--- src/rtl/pipe_stage_buf_pkg.sv ---
// ============================================================================
// pipe_pkg : shared types for the generic inter-stage pipeline buffer
// Rev 1.0  : initial release
// ============================================================================
`default_nettype none

package pipe_pkg;

  typedef enum logic [1:0] {
    PS_EMPTY = 2'd0,
    PS_FULL  = 2'd1,
    PS_SKID  = 2'd2
  } pipe_state_t;

  localparam int OCC_W = 2;

endpackage

`default_nettype wire

--- src/rtl/pipe_stage_buf_if.sv ---
// ============================================================================
// pipe_stage_buf_if : handshake/payload bundle around one pipeline stage buffer
// Rev 1.0  : initial release
// ============================================================================
`default_nettype none

interface pipe_stage_buf_if #(
  parameter int DATA_W  = 96,
  parameter int NUM_HIT = 2
);

  logic [NUM_HIT-1:0]         hit;
  logic                       flush;
  logic                       in_valid;
  logic                       in_ready;
  logic [DATA_W-1:0]          in_data;
  logic                       out_valid;
  logic                       out_ready;
  logic [DATA_W-1:0]          out_data;
  logic [pipe_pkg::OCC_W-1:0] occupancy;
  logic                       halted;

  // master: the surrounding stages; slave: the buffer itself
  modport master (
    output hit, flush, in_valid, in_data, out_ready,
    input  in_ready, out_valid, out_data, occupancy, halted
  );

  modport slave (
    input  hit, flush, in_valid, in_data, out_ready,
    output in_ready, out_valid, out_data, occupancy, halted
  );

endinterface

`default_nettype wire

--- src/rtl/pipe_stage_buf.sv ---
// ============================================================================
// pipe_stage_buf : generic valid/ready pipeline register with optional skid
//                  entry, hit-qualified advance, flush and sticky halt capture
// Rev 1.0  : initial release
// ============================================================================
`default_nettype none

module pipe_stage_buf
  import pipe_pkg::*;
#(
  parameter int DATA_W   = 96,
  parameter int NUM_HIT  = 2,
  parameter int SKID_EN  = 1,
  parameter int HALT_EN  = 1,
  parameter int HALT_BIT = 0
) (
  input  wire               CLK,
  input  wire               nRST,
  pipe_stage_buf_if.slave   bus
);

  pipe_state_t       state_q, state_d;
  logic [DATA_W-1:0] main_q,  main_d;
  logic [DATA_W-1:0] skid_q,  skid_d;
  logic              halted_q, halted_d;

  logic              en;
  logic              in_ready;
  logic              out_valid;
  logic              accept;
  logic              pop;
  logic [OCC_W-1:0]  occupancy;

  assign en        = |bus.hit;
  assign out_valid = (state_q != PS_EMPTY);

  // nRST gates in_ready so nothing is offered as acceptable while in reset
  always_comb begin
    in_ready = 1'b0;
    if (SKID_EN != 0)
      in_ready = nRST & (state_q != PS_SKID) & ~halted_q;
    else
      in_ready = nRST & ~halted_q & ((state_q == PS_EMPTY) | bus.out_ready);
  end

  assign accept = bus.in_valid & in_ready & en;
  assign pop    = out_valid & bus.out_ready & en;

  always_comb begin
    state_d  = state_q;
    main_d   = main_q;
    skid_d   = skid_q;
    halted_d = halted_q;

    if (bus.flush) begin
      state_d = PS_EMPTY;
      main_d  = '0;
      skid_d  = '0;
    end else if (en) begin
      if ((HALT_EN != 0) && accept && bus.in_data[HALT_BIT])
        halted_d = 1'b1;
      case (state_q)
        PS_EMPTY: begin
          if (accept) begin
            state_d = PS_FULL;
            main_d  = bus.in_data;
          end
        end
        PS_FULL: begin
          if (accept && pop) begin
            main_d = bus.in_data;
          end else if (accept && (SKID_EN != 0)) begin
            state_d = PS_SKID;
            skid_d  = bus.in_data;
          end else if (pop) begin
            state_d = PS_EMPTY;
          end
        end
        PS_SKID: begin
          if (pop) begin
            state_d = PS_FULL;
            main_d  = skid_q;
          end
        end
        default: state_d = PS_EMPTY;
      endcase
    end
  end

  always_ff @(posedge CLK or negedge nRST) begin
    if (!nRST) begin
      state_q  <= PS_EMPTY;
      main_q   <= '0;
      skid_q   <= '0;
      halted_q <= 1'b0;
    end else begin
      state_q  <= state_d;
      main_q   <= main_d;
      skid_q   <= skid_d;
      halted_q <= halted_d;
    end
  end

  always_comb begin
    occupancy = 2'd0;
    case (state_q)
      PS_FULL: occupancy = 2'd1;
      PS_SKID: occupancy = 2'd2;
      default: occupancy = 2'd0;
    endcase
  end

  assign bus.in_ready  = in_ready;
  assign bus.out_valid = out_valid;
  assign bus.out_data  = main_q;
  assign bus.occupancy = occupancy;
  assign bus.halted    = (HALT_EN != 0) ? halted_q : 1'b0;

endmodule

`default_nettype wire

--- src/flat_wrapper.sv ---
// flat-port wrapper written by rule: the top's interface ports become plain ports
module pipe_stage_buf_flat import pipe_pkg::*;
#(
  parameter int DATA_W   = 96,
  parameter int NUM_HIT  = 2,
  parameter int SKID_EN  = 1,
  parameter int HALT_EN  = 1,
  parameter int HALT_BIT = 0
)
  (CLK, nRST, bus_hit, bus_flush, bus_in_valid, bus_in_data, bus_out_ready, bus_in_ready, bus_out_valid, bus_out_data, bus_occupancy, bus_halted);
  pipe_stage_buf_if #(.DATA_W(DATA_W), .NUM_HIT(NUM_HIT)) bus_i ();
  input  wire CLK;
  input  wire nRST;
  input wire logic [$bits(bus_i.hit)-1:0] bus_hit;
  input wire logic [$bits(bus_i.flush)-1:0] bus_flush;
  input wire logic [$bits(bus_i.in_valid)-1:0] bus_in_valid;
  input wire logic [$bits(bus_i.in_data)-1:0] bus_in_data;
  input wire logic [$bits(bus_i.out_ready)-1:0] bus_out_ready;
  output wire logic [$bits(bus_i.in_ready)-1:0] bus_in_ready;
  output wire logic [$bits(bus_i.out_valid)-1:0] bus_out_valid;
  output wire logic [$bits(bus_i.out_data)-1:0] bus_out_data;
  output wire logic [$bits(bus_i.occupancy)-1:0] bus_occupancy;
  output wire logic [$bits(bus_i.halted)-1:0] bus_halted;
  assign bus_i.hit = bus_hit;
  assign bus_i.flush = bus_flush;
  assign bus_i.in_valid = bus_in_valid;
  assign bus_i.in_data = bus_in_data;
  assign bus_i.out_ready = bus_out_ready;
  assign bus_in_ready = bus_i.in_ready;
  assign bus_out_valid = bus_i.out_valid;
  assign bus_out_data = bus_i.out_data;
  assign bus_occupancy = bus_i.occupancy;
  assign bus_halted = bus_i.halted;
  pipe_stage_buf #(.DATA_W(DATA_W), .NUM_HIT(NUM_HIT), .SKID_EN(SKID_EN), .HALT_EN(HALT_EN), .HALT_BIT(HALT_BIT)) u_core (.CLK(CLK), .nRST(nRST), .bus(bus_i));
endmodule
--- config.mk ---
export PLATFORM = sky130hd
export DESIGN_NAME = pipe_stage_buf_flat
export DESIGN_NICKNAME = d
export VERILOG_FILES = /design/src/rtl/pipe_stage_buf_pkg.sv /design/src/rtl/pipe_stage_buf_if.sv /design/src/rtl/pipe_stage_buf.sv /design/src/flat_wrapper.sv
export SDC_FILE = /design/constraint.sdc
export NUM_CORES = 1
export LEC_CHECK = 0
export BUFFER_PORTS_ARGS = -buffer_cell sky130_fd_sc_hd__buf_4
export CAP_MARGIN = 30
export CORE_MARGIN = 2
export CORE_UTILIZATION = 58
export CTS_CLUSTER_DIAMETER = 50
export CTS_CLUSTER_SIZE = 14
export DETAILED_ROUTE_END_ITERATION = 8
export PLACE_DENSITY_LB_ADDON = 0.12
export SYNTH_ARGS = -nofsm -noshare
export SYNTH_HDL_FRONTEND = slang
export SYNTH_SLANG_ARGS = --single-unit
export TNS_END_PERCENT = 5
--- constraint.sdc ---
create_clock -name CLK -period 4.7 [get_ports CLK]
set_input_delay 0.47 -clock CLK [delete_from_list [all_inputs] [get_ports CLK]]
set_output_delay 0.47 -clock CLK [all_outputs]
set_load 0.01 [all_outputs]
Word level (Yosys, flattened, before mapping) --
Index checks and enable logic that the tools add are counted.
Operators by class: multipliers 0, add/subtract/negate cells 0, div/mod/pow operators 0, bitwise operators 8, equality and inequality tests 9, reductions and logical operators 13, multiplexer cells 19, shift operators 0, order comparisons 0
Operator list (count):
- $mux W96 | 9
- $pmux W96 S3 | 1
- $mux W2 | 7
- $reduce_and A5 Y1 | 2
- $ne A3 B2 Y1 const B | 3
- $reduce_bool A2 Y1 | 4
- $and A1 B1 Y1 | 6
- $pmux W2 S3 | 1
- $ne A2 B2 Y1 const B | 2
- $ne A4 B2 Y1 const B | 1
- $pmux W2 S2 | 1
- $reduce_and A4 Y1 | 1
- $reduce_bool A4 Y1 | 1
- $ne A3 B3 Y1 const B | 1
- $reduce_and A3 Y1 | 1
- $eq A2 B1 Y1 const B | 1
- $eq A2 B2 Y1 const B | 1
- $logic_and A1 B1 Y1 | 2
- $logic_not A2 Y1 | 1
- $not A1 Y1 | 2
- $reduce_or A2 Y1 | 1
Storage, ports and cells: bits in latches 0, logic and storage cells 53, RAM bits 0, memory bits (read-only) 0, memories kept 0, register bits 195

Longest topological paths before layout --
Gate-level depths: netlist of the first run.
depth in word-level cells 10, gate-level depth with buffers 11

Least setup slack after synthesis of the first run --
OpenSTA, ideal clock, no wires.
path type flip-flop to flip-flop, from reg u_core.state_q[0], to reg u_core.main_q[0], in the netlist u_core.bus.out_data[0], cell stages (with the launch flop) 12, data arrival time 2.098 ns, setup time 0.138 ns, path buffers 5, required time 4.562 ns, path slack 2.464 ns, path through dfrtp_1 inv_1 ha_1 buf_2 nand4bb_1 buf_4 a221oi_4 and2_1 buf_2 buf_4 buf_4 a211oi_1
On the way: longest elaborated chain between the ends 8
Ends and longest elaborated chain:
- start, declared | RTL line pipe_stage_buf.sv:22 | pipe_state_t state_q, state_d;
- start signal, assigned | RTL line pipe_stage_buf.sv:97 | state_q <= state_d;
- $ne A2 B2 Y1 | RTL line pipe_stage_buf.sv:41 | in_ready = nRST & (state_q != PS_SKID) & ~halted_q;
- $and A1 B1 Y1 (2 in series) | RTL line pipe_stage_buf.sv:41
- $and A1 B1 Y1 (2 in series) | RTL line pipe_stage_buf.sv:46 | assign accept = bus.in_valid & in_ready & en;
- $logic_and A1 B1 Y1 | RTL line pipe_stage_buf.sv:70 | if (accept && pop) begin
- $ne A3 B2 Y1 (no line)
- $reduce_and A5 Y1 (no line)
- end signal, assigned | RTL line pipe_stage_buf.sv:98 | main_q <= main_d;
- end, declared | RTL line pipe_stage_buf.sv:23 | logic [DATA_W-1:0] main_q, main_d;
Parallel ways exist; a longest one is shown, timed or not. The select of a mux whose other input is x is not followed. A chain may end at the register's enable or synchronous reset.

Worst setup path in the final report of the first run --
from reg u_core.state_q[0], to reg u_core.main_q[57], in the netlist u_core.bus.out_data[57]
The elaborated chain is that of the path after synthesis.

==> metrics.md, run 1 <==
| Metric | Value |
|---|---|
| Status | finished, final reports clean |
| WL final | about 23000 µm |
| Post-CTS setup buffers | 0 |
| Final instance area | roughly 0.011 mm² |
| Initial Util | about three fifths |
| Vias in the first global route | between 7k and 8k |
| Largest cells by area after synthesis | dfrtp_1 55%, mux2i_1 11%, a21oi_1 11%, a211oi_1 8.1%, nand2_1 8.1% |
| Maximum clock path buffer count | 2 |
| Clk_skew | 7.94 ps |
| CP required | approximately 5000 ps |
| Synth Warn # | 0 |
| Hold-fix buffers, CTS | 0 |
| Crit path buf inv count | 3 |
| IO Pins | just over 200 |
| Max frequency | just over 300 MHz |
| Seq/Total Area, Yosys | approximately 55% |
| CP Capture Type | register |
| Cells on worst reg2reg path | 8 |
| Clock-pin slew on the worst setup and hold paths | approximately 70 ps |
| Slew margin rel. | approximately two fifths |
| Tightest Pin Transition | 918 ps |
| Worst reg2reg setup slack | between 1000 and 1500 ps |
| Nets | approximately 1.1k |
| Die Wd | between 100 and 150 µm |
| Worst setup path endpoint | u_core.bus.out_data[57] |
| Largest net degree at the start of global routing | 97 |
| First-pass detailed-route iteration total | 5 |
| Syn_nets | ~1000 |
| Proportion of netlist area held by the largest area contributor | 54.8% |
| Row Count | 45 |
| Drt drc | 0 |
| Synth cell types | 26 |
| Via Count | between 7k and 8k |
| Leading area contributor after synthesis | dfrtp_1 |
| CTS Buf Count | 17 |
| WP data arrival | 3560 ps |
| Initial antenna violation count | 0 |
| Post-Syn Area | between 0.008 and 0.009 mm² |
| Worst skew pair latency | roughly 430 ps |
| Htree depth | 4 |
| Critical Path Stages | 8 |
| Max Cap Viol | 0 |
| DIE HEIGHT | between 100 and 150 µm |
| FF+latch count, synth | just under 200 |
| WS Path Type | reg -> reg |
| Worst-path cell chain | inv_1 > ha_4 > nand4bb_1 > o31ai_4 > buf_4 > buf_12 > a21oi_1 > a211oi_1 |
| VDD IR max | approximately 0.34 mV |
| Setup TNS | 0 ps |
| Global route overflow | 0 |
| Main synth FF type | dfrtp_1 |
| Final worst slack | approximately 1500 ps |
| Syn Inst Count | 888 |
| Delay-heaviest family, CP | buffers and inverters |
| Final setup vio count | 0 |
| Proportion of layout cells with a drive suffix above 1 | 24.3% |
| EDFF count, synth | 0 |
| Post-cts resize count | 0 |
| Post-Place Setup Slack | between 1000 and 1500 ps |
| CP Max Fanout | 50 |
| RSZ-0062 raised after global routing | false |
| Hold/Removal Path Class | in -> async |
| Count of pins over their slew limit | 0 |
| Pwr dens | between 400 and 500 mW/mm² |
| Area after DPL | 0.0105 mm² |
| Filler instances | roughly 1.1k |
| CTS root buf | clkbuf_16 |
| First-pass GRT wire length | roughly 37000 µm |
| R2r endpoint | u_core.bus.out_data[57] |
| CTS Sinks | about 200 |
| Via-per-instance ratio | between 5 and 6 |
| Final hold vios | 0 |
| Critical Path Source | u_core.state_q[0] |
| Tcrit/Tclk final | between 60% and 70% |
| Total track usage | between 20 and 30% |
| Post-Syn Area per Cell | ~10 µm² |
| Worst hold slack | about 18 ps |
| Synth top cells by count | 195 x dfrtp_1, 193 x a21oi_1, 192 x nand2_1 |
| Crit-path slowest cell | nand4bb_1 |
| HPWL Detailed | ~14000 µm |
| Final GP Congestion | 0.749 |
| Worst path max stage delay | 590 ps |
| Leak | about 4.7 nW |
| Antenna fix cells | 0 |
| Critical Path Start Type | register |
| CTS tree | built |
| Final core occ | between 70 and 80% |
| Fin crit period | about 3200 ps |
| Async SR Flop Fraction | 100% |
| Area of the core | around 0.015 mm² |
| DR iter-0 viols | between 600 and 700 |
| DR WL/cell | between 15 and 20 µm |
| Worst r2r src | u_core.state_q[0] |
| Routed Antenna Nets | 0 |
| Layout area overhead | 24.6% |
| Count leader, synth | dfrtp_1 |
| Die area | between 0.015 and 0.02 mm² |
| # port buffers | just over 200 |
how the worst min path moves through the flow:
| stage | startpoint | end | cells past startpoint |
|---|---|---|---|
| floorplan | nRST | u_core.bus.halted | 0 |
| global placement | nRST | u_core.bus.out_data[11] | 1 |
| detailed placement | nRST | u_core.bus.out_data[11] | 1 |
| CTS | nRST | u_core.bus.out_data[11] | 1 |
| global route | nRST | u_core.bus.out_data[11] | 1 |
| finish | nRST | u_core.bus.out_data[11] | 1 |
layout by cell type (no fill, tap or decap), types with 2 or more instances in the layout:
cell type / count
clkbuf_16: 17
buf_12: 2
bufinv_16: 2
clkbuf_1: 2
clkinv_2: 2
a211oi_1: 96
clkbuf_8: 5
a21oi_1: 193
buf_4: 212
clkinvlp_4: 3
nor2_1: 3
dfrtp_1: 195
mux2i_1: 97
ha_1: 5
inv_1: 4
buf_16: 2
nand2_1: 192
cells by family (layout without fill, tap and decap cells):
group / Yosys count / in the layout / share of synthesized area, %
compound gates: 294 / 294 / 19.7
flops: 195 / 195 / 54.8
simple gates: 204 / 204 / 9.05
fa+ha+maj: 6 / 6 / 0.843
buf+inv: 91 / 253 / 4.57
mux: 98 / 98 / 11.0
through the flow:
stage,total power [mW],std cells
6_report,4.87,1238
5_1_grt,5.11,1238
4_1_cts,4.89,1238
3_5_place_dp,3.45,1207
3_3_place_gp,3.39,1204
2_1_floorplan,2.81,888
routing by layer:
layer | part of all wire [%] | global-route usage, % | vias to the layer above
li1 | - | - | 3432
met1 | 43 | 39.6 | 3598
met2 | 49 | 45.2 | 236
met3 | 5.6 | 6.18 | 28
met4 | 1.8 | 8.53 | 0
met5 | 0 | 0 | -
sequential cells by signal (all words and copies together), names as in the netlist:
signal / count
u_core.bus.halted: 1
u_core.state_q: 2
u_core.skid_q: 96
u_core.bus.out_data: 96
cell type report:
type,instances,area (µm²),area share [%]
Sequential cell,195,4880,44.0
Multi-Input combinational cell,602,3670,33.0
Timing Repair Buffer,218,1710,15.4
Clock buffer,23,488,4.40
Tap cell,188,235,2.12
Clock inverter,8,101,0.913
Inverter,4,15.0,0.135
power breakdown:
part | switching [mW] | total (mW) | internal (mW)
sequential | 0.156 | 2.06 | 1.90
clock | 0.612 | 1.45 | 0.837
combinational | 0.750 | 1.37 | 0.617
Power figures use the tool's default switching activity.
==> inputs of run 2 (changes only) <==
Settings changed: CORE_UTILIZATION 58 to 54.
Clock period 4.7 ns to 3.1 ns, I/O delays scaled along.
==> metrics.md, run 2 (synthesis results as in run 1) <==
| Metric | Value |
|---|---|
| Status | finished, final reports clean |
| Worst-path cell chain | inv_1 > ha_4 > nand4bb_1 > a221oi_4 > and2_4 > buf_12 > a211oi_1 |
| WP data arrival | between 2000 and 3000 ps |
| HPWL Detailed | 13500 µm |
| Drt drc | 0 |
| P_int | between 5 and 6 mW |
| Post-cts resize count | 0 |
| Worst path max stage delay | between 500 and 600 ps |
| Placed cells | about 1.2k |
| DR WL/cell | ~18 µm |
| Row Count | 46 |
| CTS root buf | clkbuf_16 |
| Commonest non-fill, non-tap cell in the layout | buf_4 |
| Htree depth | 4 |
| Finished Layout Cells | approximately 1.3k |
| Sequential fraction of design power | 41.8% |
| VDD IR max | 0.424 mV |
| CTS tree | built |
| Routed Antenna Nets | 0 |
| Tcrit/Tclk final | between 80% and 90% |
| Die area | between 0.015 and 0.02 mm² |
| Hold-fix buffers, CTS | 0 |
| Count of pins over their slew limit | 0 |
| Global route overflow | 0 |
| # port buffers | 203 |
| CTS Sinks | between 150 and 200 |
| First-pass GRT wire length | approximately 37000 µm |
| Initial antenna violation count | 0 |
| Max Cap Viol | 0 |
| Proportion of layout cells with a drive suffix above 1 | between 20% and 30% |
| Area of the core | between 0.015 and 0.02 mm² |
| Crit-path slowest cell | nand4bb_1 |
| Setup TNS | 0 ps |
| Metal3 WL | ~1500 µm |
| Worst reg2reg setup slack | 440 ps |
| Antenna fix cells | 0 |
| Initial Util | a little under three fifths |
| Fin crit period | about 2700 ps |
| Tightest Pin Transition | ~900 ps |
| Via-per-instance ratio | around 5.7 |
| Sw Share | around a third |
| WS Path Type | reg -> reg |
| Met2 WL | 10700 µm |
| Hold/Removal Path Class | in -> async |
| Pwr dens | between 600 and 700 mW/mm² |
| Maximum clock path buffer count | 2 |
| Comb pwr share | 28.3% |
| IO Pins | just over 200 |
| Post-CTS setup buffers | 0 |
| Clock-pin slew on the worst setup and hold paths | about 70 ps |
| CP Max Fanout | 40 |
| Switch Pwr | between 2 and 2.5 mW |
| Total power | approximately 7.4 mW |
| First-pass detailed-route iteration total | 5 |
| Total track usage | approximately a quarter |
| Worst hold slack | 4.70 ps |
| WL final | 22300 µm |
| Final GP Congestion | 0.766 |
| Top Metal Used | met4 |
| Vias in the first global route | 7151 |
| DR iter-0 viols | between 400 and 500 |
| Final setup vio count | 0 |
| Max frequency | ~380 MHz |
| Die Wd | roughly 130 µm |
| Layout area overhead | 25.5% |
| CP Capture Type | register |
| Slew margin rel. | 38.4% |
| Largest net degree at the start of global routing | 124 |
| Worst skew pair latency | about 430 ps |
| Clk_skew | roughly 8.3 ps |
| Via Count | just over 7k |
| Met1 Wirelength | 9640 µm |
| CP required | around 3400 ps |
| Final hold vios | 0 |
| CTS Buf Count | 17 |
| Leak | about 4.7 nW |
| Final instance area | roughly 0.011 mm² |
| Nets | 1147 |
| Area after DPL | roughly 0.011 mm² |
| RSZ-0062 raised after global routing | false |
| DIE HEIGHT | around 130 µm |
| Clock Power Share | between 20% and 30% |
| Leading cell types in the layout, fill and taps excluded | 208 x buf_4, 195 x dfrtp_1, 193 x a21oi_1 |
| Critical Path Start Type | register |
run 2: cell count changes in the layout (fill, tap and decap cells not counted), sizes merged:
cell / change
clkbuf: -3
clkinv: +2
inv: +2
run 2: cell type report:
class / count / area (µm²)
sequential: 195 / 4880
fill: 1315 / 4830
multi-input combinational: 602 / 3670
timing repair buffer: 218 / 1750
clock buffer: 20 / 467
tap: 216 / 270
clock inverter: 12 / 129
inverter: 4 / 15.0
run 2: metal layers:
layer	global-route usage [%]	up-vias
li1	-	3429
met1	34.5	3549
met2	40.8	217
met3	6.74	38
met4	9.56	0
met5	0	-
run 2: final timing paths:
path,from,endpoint,depth (start not counted)
setup / recovery,u_core.state_q[0],u_core.bus.out_data[12],7
hold / removal,nRST,u_core.skid_q[9],2
setup reg to reg,u_core.state_q[0],u_core.bus.out_data[12],7
hold reg to reg,u_core.skid_q[39],u_core.skid_q[39],2
max in group asynchronous,nRST,u_core.skid_q[67],3
min in group CLK,bus_in_data[78],u_core.skid_q[78],3
run 2: worst max-delay path, delay by kind of cell, from the launching register on:
kind	cells	cell delay (ps)
AO/OA/AOI/OAI	2	600
AND/OR/NAND/NOR	2	860
flip-flops	1	420
adder cells (fa/ha/maj)	1	210
buffers and inverters	2	390
run 2: power groups by stage:
stage	combinational, mW	clock, mW	sequential, mW
6_report	2.10	2.22	3.09
2_1_floorplan	1.01	0	3.24
3_5_place_dp	2.13	0	3.13
3_3_place_gp	2.07	0	3.14
5_1_grt	2.28	2.35	3.13
4_1_cts	2.12	2.24	3.09
run 2: metrics by stage:
step | util [%] | setup WS (ps)
4_1_cts | 69.8 | 455
5_1_grt | 69.8 | 252
3_3_place_gp | 66.1 | 564
2_1_floorplan | - | 864
3_5_place_dp | 66.1 | 459
6_report | 69.8 | 442
